File: src/rtl/instruction_fetch_unit.sv
// instruction_fetch_unit: PC owner with a req/ack fetch handshake that holds one instruction for Control.
module instruction_fetch_unit #(
  parameter int DATA_WIDTH = 32,
  parameter logic [DATA_WIDTH-1:0] RESET_PC = 32'h0040_0000
) (
  input  logic                  clk,
  input  logic                  reset,
  output logic                  imem_req_o,
  output logic [DATA_WIDTH-1:0] imem_addr_o,
  input  logic                  imem_ack_i,
  input  logic [DATA_WIDTH-1:0] imem_rdata_i,
  input  logic                  stall_i,
  input  logic                  redirect_i,
  input  logic [DATA_WIDTH-1:0] redirect_pc_i,
  output logic                  inst_valid_o,
  output logic [DATA_WIDTH-1:0] inst_o,
  output logic [6:0]            opcode_o,
  output logic [DATA_WIDTH-1:0] pc_o,
  output logic [DATA_WIDTH-1:0] pc_plus4_o,
  output logic                  misalign_o
);
  localparam logic [DATA_WIDTH-1:0] NOP = DATA_WIDTH'(32'h0000_0013);
  typedef enum logic [1:0] {FETCH, HOLD, FLUSH} state_t;
  state_t state, state_d;
  logic [DATA_WIDTH-1:0] pc, pc_d, flush_addr, flush_addr_d, inst, inst_d;
  logic valid, valid_d, misalign, misalign_d, started, req, ack;
  // started keeps req low for the first cycle after reset release
  assign req = started && state != HOLD;
  assign ack = req && imem_ack_i;
  always_comb begin
    state_d = state;
    pc_d = pc;
    flush_addr_d = flush_addr;
    inst_d = inst;
    valid_d = valid;
    misalign_d = misalign;
    if (redirect_i) begin
      pc_d = {redirect_pc_i[DATA_WIDTH-1:2], 2'b00};
      misalign_d = misalign || redirect_pc_i[1:0] != 2'b00;
      valid_d = 1'b0;
      inst_d = NOP;
      state_d = (req && !ack) ? FLUSH : FETCH;
      flush_addr_d = state == FLUSH ? flush_addr : pc;
    end else if (state == FETCH && ack) begin
      inst_d = imem_rdata_i;
      valid_d = 1'b1;
      state_d = HOLD;
    end else if (state == HOLD && !stall_i) begin
      pc_d = pc + DATA_WIDTH'(4);
      valid_d = 1'b0;
      inst_d = NOP;
      state_d = FETCH;
    end else if (state == FLUSH && ack) begin
      state_d = FETCH;
    end
  end
  always_ff @(posedge clk or negedge reset) begin
    if (!reset) begin
      state <= FETCH;
      pc <= RESET_PC;
      flush_addr <= RESET_PC;
      inst <= NOP;
      valid <= 1'b0;
      misalign <= 1'b0;
      started <= 1'b0;
    end else begin
      state <= state_d;
      pc <= pc_d;
      flush_addr <= flush_addr_d;
      inst <= inst_d;
      valid <= valid_d;
      misalign <= misalign_d;
      started <= 1'b1;
    end
  end
  assign imem_req_o = req;
  assign imem_addr_o = state == FLUSH ? flush_addr : pc;
  assign inst_valid_o = valid;
  assign inst_o = inst;
  assign opcode_o = valid ? inst[6:0] : 7'b0000000;
  assign pc_o = pc;
  assign pc_plus4_o = pc + DATA_WIDTH'(4);
  assign misalign_o = misalign;
endmodule

File: config.mk
export PLATFORM = sky130hd
export DESIGN_NAME = instruction_fetch_unit
export DESIGN_NICKNAME = d
export VERILOG_FILES = /design/src/rtl/instruction_fetch_unit.sv
export SDC_FILE = /design/constraint.sdc
export NUM_CORES = 1
export LEC_CHECK = 0
export ABC_AREA = 0
export BUFFER_PORTS_ARGS = -buffer_cell sky130_fd_sc_hd__buf_2
export CORE_ASPECT_RATIO = 2
export CORE_MARGIN = 2
export CORE_UTILIZATION = 30
export CTS_CLUSTER_SIZE = 14
export DETAILED_ROUTE_END_ITERATION = 10
export GPL_TIMING_DRIVEN = 0
export PLACE_DENSITY = 0.65
export SLEW_MARGIN = 30
export SYNTH_ARGS = -nofsm -noshare
export SYNTH_HDL_FRONTEND = slang
export SYNTH_SLANG_ARGS = --single-unit
File: constraint.sdc
create_clock -name clk -period 2.1 [get_ports clk]
set_input_delay 0.105 -clock clk [delete_from_list [all_inputs] [get_ports clk]]
set_output_delay 0.105 -clock clk [all_outputs]
set_load 0.03 [all_outputs]
==> insert_results.sql <==
INSERT INTO impl_metrics (metric_group, metric, value, unit) VALUES
('status', 'status', 'finished, violations left', ''),
('status', 'violations', 'setup timing', ''),
('placed_design', 'buffer_ports.inserted', '201', ''),
('power_and_ir_drop', 'cellLeakagePower', '3.900', 'nW'),
('cts', 'clock_buffer_count_from_cts', '9', ''),
('synthesis', 'netlist_area_before_placement', '5285', 'µm²'),
('cells_and_area', 'commonest_non_fill_non_tap_cell_in_the_layout', 'sky130_fd_sc_hd__buf_2', ''),
('setup_path', 'critPathKind', 'reg -> out', ''),
('synthesis', 'yosys.area.top_type_share', '44.51', '%'),
('floorplanning', 'fp.coreArea', '17270', 'µm²'),
('timing', 'fmaxAchievable', '421.6', 'MHz'),
('power_and_ir_drop', 'worst_ir_drop_vdd', '0.4939', 'mV'),
('synthesis', 'synth_cell_type_count', '49', ''),
('global_route', 'number_of_global_route_vias_before_repair', '5162', ''),
('setup_path', 'cp-startpoint', 'pc_o[11]', ''),
('route', 'detail_route.iter0.violations', '131', ''),
('global_route', 'grt_util_met2', '36.93', '%'),
('power_and_ir_drop', 'total_power', '6.047', 'mW'),
('synthesis', 'yosysTopAreaCell', 'sky130_fd_sc_hd__dfrtp_1', ''),
('cts', 'clock_latency', '0.36', 'ns'),
('floorplanning', 'core.rowCount', '68', ''),
('route', 'vias_per_cell', '4.964', ''),
('route', 'routedWlPerCell', '17.92', 'µm'),
('timing', 'worst_setup_skew_after_layout', '0.009914', 'ns'),
('cells_and_area', 'antenna_cells_inserted', '0', ''),
('cts', 'cts_tree', 'done', ''),
('global_route', 'grt_first_pass_wirelength', '28.17', 'mm'),
('floorplanning', 'die_y', '191.7', 'µm'),
('setup_path', 'worstPathArrival', '2.27', 'ns'),
('placed_design', 'place_inst', '925', ''),
('global_route', 'top_usage_layer_grt', 'met2', ''),
('timing', 'tns', '-3.108', 'ns'),
('timing', 'count_of_endpoints_failing_setup_in_the_final_report', '22', ''),
('route', 'antenna_left', '0', ''),
('timing', 'maxSlewViolCount', '0', ''),
('timing', 'timing.max_slew.rel_slack', '46.45', '%'),
('synthesis', 'asyncSetResetFlopFracSynth', '100.0', '%'),
('cts', 'clock_input_transition_at_the_sequential_cells_of_the_worst_setup_and_hold_paths', '0.08', 'ns'),
('global_route', 'globalRouteMet3Util', '4.112', '%'),
('timing', 'report.final.hold_viol_count', '0', ''),
('synthesis', 'postSynthRegisterBits', '99', ''),
('setup_path', 'maximum_fanout_along_the_worst_path', '5', ''),
('worst_hold_path', 'min-delay-path-class', 'in -> reg', ''),
('synthesis', 'yosysSeqAreaShare', '46.99', '%'),
('global_route', 'grt.total_usage', '19.31', '%'),
('timing', 'post-route-period-util', '112.9', '%'),
('synthesis', 'yosysWarningCount', '0', ''),
('setup_path', 'worst_setup_path_end_kind', 'output pin', ''),
('floorplanning', 'die_width', '97.86', 'µm'),
('cells_and_area', 'syn_to_final_growth', '61.39', '%'),
('global_route', 'gr-usage-met1', '20.00', '%'),
('setup_path', 'crit-reg2reg-launch', 'pc_o[11]', ''),
('timing', 'grt_setup_unrepaired', 'yes', ''),
('cells_and_area', 'final_layout_size_suffix_gt1_share', '51.72', '%'),
('timing', 'fin_ws', '-0.2718', 'ns'),
('cts', 'cts.sinks', '99', ''),
('floorplanning', 'initial_core_util', '30.60', '%'),
('power_and_ir_drop', 'power_per_cell_area', '709.0', 'nW/µm²'),
('placed_design', 'place_hpwl', '13.21', 'mm'),
('synthesis', 'dominant_cells_by_area_after_synthesis', 'sky130_fd_sc_hd__dfrtp_1, sky130_fd_sc_hd__mux2_2, sky130_fd_sc_hd__a22o_1', ''),
('synthesis', 'dominantRegCellSynth', 'sky130_fd_sc_hd__dfrtp_1', ''),
('global_route', 'globalRouteOverflowTotal', '0', ''),
('synthesis', 'synth-edff-count', '0', ''),
('route', 'drcViolationCount', '0', ''),
('global_route', 'grt_start_max_net_pins', '61', ''),
('placed_design', 'place_congestion', '0.8120', ''),
('timing', 'worst-slew-pin-transition', '0.8033', 'ns'),
('synthesis', 'synth.avg_cell_area', '10.36', 'µm²'),
('setup_path', 'end_of_the_critical_path', 'pc_plus4_o[19]', ''),
('placed_design', 'preCtsSetupSlack', '-0.4543', 'ns'),
('setup_path', 'reg2regPathDepth', '8', '');
[power by group]
part | switching [mW] | internal, mW
logic | 1.15 | 0.792
clock network | 0.773 | 1.06
registers | 0.158 | 2.12
[area by class of cell]
cell class,count,area (µm²)
tap,210,262.8
sequential,99,2506
multi-input combinational,356,2845
timing repair buffer,319,2187
clock inverter,5,85.08
inverter,9,33.78
fill,1602,8742
buffer,44,376.6
clock buffer,11,232.7
[registers in the layout, summed over array words and instances (netlist names)]
signal        flops
flush_addr       32
inst_o           32
pc_o             30
state             2
inst_valid_o      1
misalign_o        1
started           1
[metal layers]
metal | vias up | part of all wire (%)
li1 | 2477 | -
met1 | 2515 | 37
met2 | 208 | 55
met3 | 27 | 5.5
met4 | 0 | 2.9
met5 | - | 0
[cell families after synthesis]
family / share of synthesized area, %
compound gates: 12.74
mux: 10.42
xor+xnor: 6.629
buf+inv: 6.415
simple gates: 16.43
flops: 46.99
fa+ha+maj: 0.2367
other cells: 0.1421
[what timing repair did]
| action | in CTS | in global routing |
|---|---|---|
| hold buffers | 54 | 0 |
| hold endpoints to repair | 91 | 0 |
| cloned | 0 | 1 |
| gates resized for setup | 63 | 55 |
| setup endpoints to repair | 82 | 68 |
| buffers inserted | 21 | 41 |
| pin swaps | 21 | 23 |
[worst max-delay path, cell delays in order (launching register included)]
cell and delay (ns):
sky130_fd_sc_hd__dfrtp_2 0.37, sky130_fd_sc_hd__buf_6 0.13, sky130_fd_sc_hd__nand4_4 0.11, sky130_fd_sc_hd__or4_4 0.56, sky130_fd_sc_hd__buf_8 0.15, sky130_fd_sc_hd__clkbuf_16 0.15, sky130_fd_sc_hd__nor2_4 0.15, sky130_fd_sc_hd__xor2_4 0.15
sky130_fd_sc_hd__buf_6 0.14
[synthesized netlist by cell type (3+ instances only)]
library cell	n
sky130_fd_sc_hd__nor4_1	9
sky130_fd_sc_hd__clkbuf_1	20
sky130_fd_sc_hd__buf_4	7
sky130_fd_sc_hd__buf_6	4
sky130_fd_sc_hd__or4_1	15
sky130_fd_sc_hd__inv_1	8
sky130_fd_sc_hd__a31oi_1	17
sky130_fd_sc_hd__nand3_1	12
sky130_fd_sc_hd__nor3_1	5
sky130_fd_sc_hd__and2_1	11
sky130_fd_sc_hd__o32a_1	3
sky130_fd_sc_hd__o21ai_0	30
sky130_fd_sc_hd__xnor2_1	28
sky130_fd_sc_hd__nor2_1	34
sky130_fd_sc_hd__mux2_2	48
sky130_fd_sc_hd__clkbuf_8	4
sky130_fd_sc_hd__xor2_1	12
sky130_fd_sc_hd__buf_2	7
sky130_fd_sc_hd__o31ai_1	12
sky130_fd_sc_hd__nand2_1	44
sky130_fd_sc_hd__dfrtp_1	94
sky130_fd_sc_hd__dfstp_2	5
sky130_fd_sc_hd__clkbuf_2	3
sky130_fd_sc_hd__and3_1	3
sky130_fd_sc_hd__or3_1	5
sky130_fd_sc_hd__nand4_1	12
sky130_fd_sc_hd__a22o_1	29
[stage by stage]
step	instance area (µm²)	utilization [%]	hold WS [ns]
finish	8529	49.38	0.009907
global route	8529	49.38	0.01040
CTS	8077	46.76	0.002146
detailed placement	6854	39.68	0.05648
global placement	6820	39.49	0.3142
floorplan	5552	-	-0.1906
[how the worst min path moves through the flow]
stage,startpoint,to,slack [ns]
6_report,redirect_pc_i[29],pc_o[29],0.01
5_1_grt,redirect_pc_i[29],pc_o[29],0.01
4_1_cts,redirect_pc_i[28],pc_o[28],0.002
3_5_place_dp,reset,flush_addr[5],0.06
3_3_place_gp,redirect_pc_i[11],pc_o[11],0.31
2_1_floorplan,reset,flush_addr[0],-0.19
Power figures use the tool's default switching activity.
